===== src/rtl/di_ni_wb_writer.sv =====
// di_ni_wb_writer: writes incoming DI packets to BE/TDM NI endpoints through a Wishbone master port.
module di_ni_wb_writer #(
    parameter int NUM_BE_ENDPOINTS = 1,
    parameter int NUM_TDM_ENDPOINTS = 1,
    parameter int NOC_FLIT_WIDTH = 32,
    parameter int DEPTH = 16,
    parameter int ACK_TIMEOUT = 255,
    localparam int SW = $clog2(DEPTH) + 1
) (
    input  logic                      clk,
    input  logic                      rst,
    input  logic                      enable,
    input  logic [SW-1:0]             packet_size,
    input  logic [NOC_FLIT_WIDTH-1:0] in_flit_data,
    input  logic                      in_flit_valid,
    input  logic                      in_flit_last,
    output logic                      in_flit_ready,
    input  logic                      wb_ack_i,
    input  logic                      wb_err_i,
    output logic [31:0]               wb_adr_o,
    output logic [NOC_FLIT_WIDTH-1:0] wb_dat_o,
    output logic                      wb_stb_o,
    output logic                      wb_cyc_o,
    output logic                      req,
    output logic                      err_pulse,
    output logic [1:0]                err_code,
    output logic [15:0]               drop_count
);
    typedef enum logic [2:0] {IDLE, ENDPOINT, SIZE, WRITE, DRAIN} state_t;
    state_t state_q, state_d;
    logic [15:0] tmo_q, tmo_d, drop_count_q, drop_count_d;
    logic [31:0] adr_q, adr_d;
    logic [1:0]  err_code_q, err_code_d, abort_code;
    logic        err_pulse_q, err_pulse_d;
    logic [14:0] idx;
    logic        cls, hdr_ok, hdr_abort, stb, ack, err, tmo_hit, abort;
    always_comb begin
        idx = in_flit_data[14:0];
        cls = in_flit_data[15];
        hdr_ok = cls ? (int'(idx) < NUM_TDM_ENDPOINTS) : (int'(idx) < NUM_BE_ENDPOINTS);
        stb = (state_q == SIZE) || (state_q == WRITE && in_flit_valid);
        err = stb && wb_err_i;
        ack = stb && wb_ack_i && !wb_err_i;
        tmo_hit = stb && !wb_ack_i && !wb_err_i && tmo_q == 16'(ACK_TIMEOUT - 1);
        hdr_abort = state_q == ENDPOINT && in_flit_valid && (!hdr_ok || in_flit_last);
        abort = hdr_abort || err || tmo_hit;
        abort_code = hdr_abort ? 2'd1 : err ? 2'd2 : 2'd3;
        // the counter holds while WRITE waits for a flit with stb low
        tmo_d = (stb && !wb_ack_i && !wb_err_i) ? tmo_q + 16'd1 : (state_q == WRITE && !stb) ? tmo_q : 16'd0;
        state_d = state_q;
        case (state_q)
            IDLE:     state_d = (in_flit_valid && enable) ? ENDPOINT : IDLE;
            ENDPOINT: state_d = !in_flit_valid ? ENDPOINT : in_flit_last ? IDLE : !hdr_ok ? DRAIN : cls ? WRITE : SIZE;
            SIZE:     state_d = abort ? DRAIN : ack ? WRITE : SIZE;
            WRITE:    state_d = abort ? DRAIN : (ack && in_flit_last) ? IDLE : WRITE;
            DRAIN:    state_d = (in_flit_valid && in_flit_last) ? IDLE : DRAIN;
            default:  state_d = IDLE;
        endcase
        adr_d = (state_q == ENDPOINT && in_flit_valid && !hdr_abort) ?
                {8'h00, cls ? 4'h2 : 4'h1, 7'(idx + 15'd1), 13'h0000} : adr_q;
        err_code_d = abort ? abort_code : err_code_q;
        drop_count_d = drop_count_q + 16'(abort && drop_count_q != 16'hFFFF);
        err_pulse_d = abort;
        in_flit_ready = !rst && (state_q == ENDPOINT ? in_flit_valid : state_q == WRITE ? ack : state_q == DRAIN);
        wb_stb_o = !rst && stb;
        wb_cyc_o = wb_stb_o;
        wb_dat_o = rst ? '0 : state_q == SIZE ? NOC_FLIT_WIDTH'(packet_size) : in_flit_data;
        req = !rst && (state_q == IDLE ? in_flit_valid :
                       state_q == ENDPOINT || state_q == SIZE || (state_q == WRITE && !(ack && in_flit_last)));
    end
    always_ff @(posedge clk) begin
        if (rst) begin
            state_q <= IDLE;
            tmo_q <= '0;
            adr_q <= '0;
            err_code_q <= '0;
            drop_count_q <= '0;
            err_pulse_q <= 1'b0;
        end else begin
            state_q <= state_d;
            tmo_q <= tmo_d;
            adr_q <= adr_d;
            err_code_q <= err_code_d;
            drop_count_q <= drop_count_d;
            err_pulse_q <= err_pulse_d;
        end
    end
    assign wb_adr_o = adr_q;
    assign err_code = err_code_q;
    assign drop_count = drop_count_q;
    assign err_pulse = err_pulse_q;
endmodule


===== config.mk =====
export PLATFORM = sky130hd
export DESIGN_NAME = di_ni_wb_writer
export DESIGN_NICKNAME = d
export VERILOG_FILES = /design/src/rtl/di_ni_wb_writer.sv
export SDC_FILE = /design/constraint.sdc
export NUM_CORES = 1
export LEC_CHECK = 0
export ABC_AREA = 0
export CAP_MARGIN = 0
export CORE_UTILIZATION = 45
export DETAILED_ROUTE_END_ITERATION = 16
export HOLD_SLACK_MARGIN = 0.1
export PLACE_DENSITY = 0.85
export SYNTH_ARGS = -nofsm -noshare
export SYNTH_HDL_FRONTEND = slang
export SYNTH_SLANG_ARGS = --single-unit

===== constraint.sdc =====
create_clock -name clk -period 5.1 [get_ports clk]
set_input_delay 1.02 -clock clk [delete_from_list [all_inputs] [get_ports clk]]
set_output_delay 1.02 -clock clk [all_outputs]
set_load 0.03 [all_outputs]

==> flow_summary.toml <==
[routing]
ant_nets = 0
drt_iter0_markers = 133
viasPerCell = 5.25
vias = 2745
totalWireLength_um = 7510
wl_per_cell_um = 14.4
drc = 0
drt-pass1-iter-count = 4

[cts]
cts_tree = "built"
cts_buffers = 5
clk_path_buf_depth = 2
ctsResizeCount = 0
clk_pin_slew_ns = 0.09
postCtsSetupRepairBufs = 0
ctsHoldBuffers = 0
ctsHtreeMaxLevel = 2
root_buffer = "clkbuf_8"
insertion_delay_ns = 0.30
cts_sinks = 47

[critical_path]
crit_fanout = 4
cp.required_ns = 4.08
crit_chain = "clkdlybuf4s50_1, nand2b_1, nor2_1, nand3_1, o21ai_0, nor3_1, clkdlybuf4s50_1"
cp.arrival_ns = 2.95
crit_buf_inv = 2
worst_setup_path_end_kind = "output pin"
critPathTopFamily = "buffers and inverters"
crit_type = "in2out"
start_kind = "primary input"
crit_top_cell = "clkdlybuf4s50_1"
max_stage_delay_ns = 0.73
crit_start = "wb_err_i"
r2r_start = "tmo_q[0]"
crit_slowest_cell = "clkdlybuf4s50_1"

[power]
pwr-share-clk = 0.315
power_density_nw_per_um2 = 198
peakVddDrop_uv = 204
p_sw_mw = 0.221
switching_share = 0.289
power_leakage_nw = 1.37
pwr-share-seq = 0.484
comb_power_share = 0.202
p_int_mw = 0.546

[grt]
grt_pass1_vias = 2484
grt_usage = 0.226
grt_max_degree = 50
grt_pass1_wl_um = 11500
grt_overflow = 0
antenna_found_initial = 0

[synth]
synth_edf_count = 0
seq_area_frac_synth = 0.340
syn_inst = 349
synth_largest_area_cell = "dfxtp_1"
synth.mux.area_fraction = 0.0108
yosysWarnings = 0
synth.avg_cell_area_um2 = 7.94
synth-xor-area-share = 0.0411
yosysMostFrequentCell = "dfxtp_1"
yosys.area_share.simple = 0.332
synthAdderAreaFrac = 0.0271
syn-cell-area_um2 = 2770
synth_compound_area_frac = 0.151
ys_types = 52
async_flop_share = 0
synth_top_family_by_area = "simple AND/OR/NAND/NOR gates"
synth_ff_type = "dfxtp_1"
synth.top_cell.area_share = 0.340
synth_top_cells_by_count = "47 x dfxtp_1, 45 x nor2_1, 31 x and2_1, 26 x buf_4, 20 x nand2_1"
synth_area_leaders = "dfxtp_1 34%, buf_4 7.0%, and2_1 7.0%"
synth_seq_cells = 47

[floorplanning]
fp.dieH_um = 80.5
initial_utilization = 0.468
die_x_um = 80.5
io_pins = 131
num_rows = 28
die_area_um2 = 6470
coreArea_um2 = 5920

[placed_design]
place.detailed.hpwl_um = 5470
io_buffers = 107
pre_cts_ws_ns = 1.17
place.gp.congestion = 0.901

[cells_and_area]
seq_area_um2 = 941
area_growth_syn_to_layout_pct = 39.7
fin_nets = 497
diodes = 0
drive_above_1_share = 0.0603
multi_input_area_um2 = 1640
n_fill_cell = 504

[sta]
setup_tns_ns = 0
setup_viol = 0
rsz0062_at_grt = "no"
fin_crit_sh = 0.778
finalCriticalPeriod_ns = 3.97
max_slew_margin = 0.466
drv_slew = 0
finalWorstSetupSlack_ns = 1.13
hold_violations = 0
tightest_slew_ns = 0.800
skew_ns = 0.00452
fmax_mhz = 252

[status]
status = "complete, no violations"

[hold_path]
hold_class = "reg2reg"
hold_start = "err_code[1]"

[flow_run]
max_cap_viol_count = 0
[routing by layer]
metal  wire length [um]  vias to the layer above  track usage
met4                129                        0       0.0786
met2               3830                       90        0.373
met1               3160                     1277        0.284
li1                   -                     1364            -
met5                  0                        -            0
met3                387                       14       0.0534
[power by group through the flow]
stage	combinational (mW)	clock, mW	sequential (mW)
2_1_floorplan	0.0949	0	0.380
3_3_place_gp	0.153	0	0.379
3_5_place_dp	0.154	0	0.380
4_1_cts	0.155	0.242	0.371
5_1_grt	0.164	0.259	0.372
6_report	0.155	0.241	0.371
[state kept, by name, summed over array words and instances (netlist names)]
signal,count
err_code,2
state_q,3
drop_count,16
tmo_q,16
wb_adr_o,9
err_pulse,1
[kinds of logic after synthesis]
kind of cell               Yosys count
and+or+nand+nor                    168
buffers and inverters               44
adders and majority gates            6
xor gates and xnor gates            13
muxes                                3
AOI/OAI and AO/OA                   67
other                                1
DFF                                 47
[tightest hold or removal path, stage by stage, from the launching register on]
cell and delay [ns]:
dfxtp_1 0.32, inv_1 0.06, a211oi_2 0.05
[area by class of cell]
cell class | count | share of cell area
Inverter | 5 | 0.00485
Multi-Input combinational cell | 280 | 0.425
Sequential cell | 47 | 0.243
Clock buffer | 6 | 0.0213
Tap cell | 75 | 0.0243
Timing Repair Buffer | 108 | 0.277
Clock inverter | 2 | 0.00420
[placed cells by master (no fill, tap or decap), drive strengths merged, types with 6 or more instances in the layout]
cell type and count:
clkdlybuf4s50 106, nor2 48, dfxtp 47, and2 31
o21ai 24, conb 23, nand2 23, a21oi 19
nand3 15, nand4 9, nor3 8, xor2 7
and3 6, xnor2 6, ha 6, clkbuf 6
nor4 6
[through the flow]
| step | hold WS (ns) | cells | power [mW] | util | cell area, um2 |
|---|---|---|---|---|---|
| after CTS | 0.475 | 523 | 0.768 | 0.653 | 3870 |
| after detailed placement | 0.447 | 515 | 0.533 | 0.637 | 3770 |
| after global placement | 0.442 | 515 | 0.532 | 0.637 | 3770 |
| final | 0.470 | 523 | 0.767 | 0.653 | 3870 |
| after global routing | 0.489 | 523 | 0.795 | 0.653 | 3870 |
| after floorplan | 0.438 | 371 | 0.475 | - | 2850 |
[path summary, 6_finish.rpt]
path	endpoint	slack, ns	depth (start not counted)
worst min-delay path	err_code[1]	0.47	2
worst max register to register	drop_count[12]	2.18	14
worst min register to register	err_code[1]	0.47	2
worst max-delay path	req	1.13	7
No activity file was read; power rests on OpenSTA's default activity.
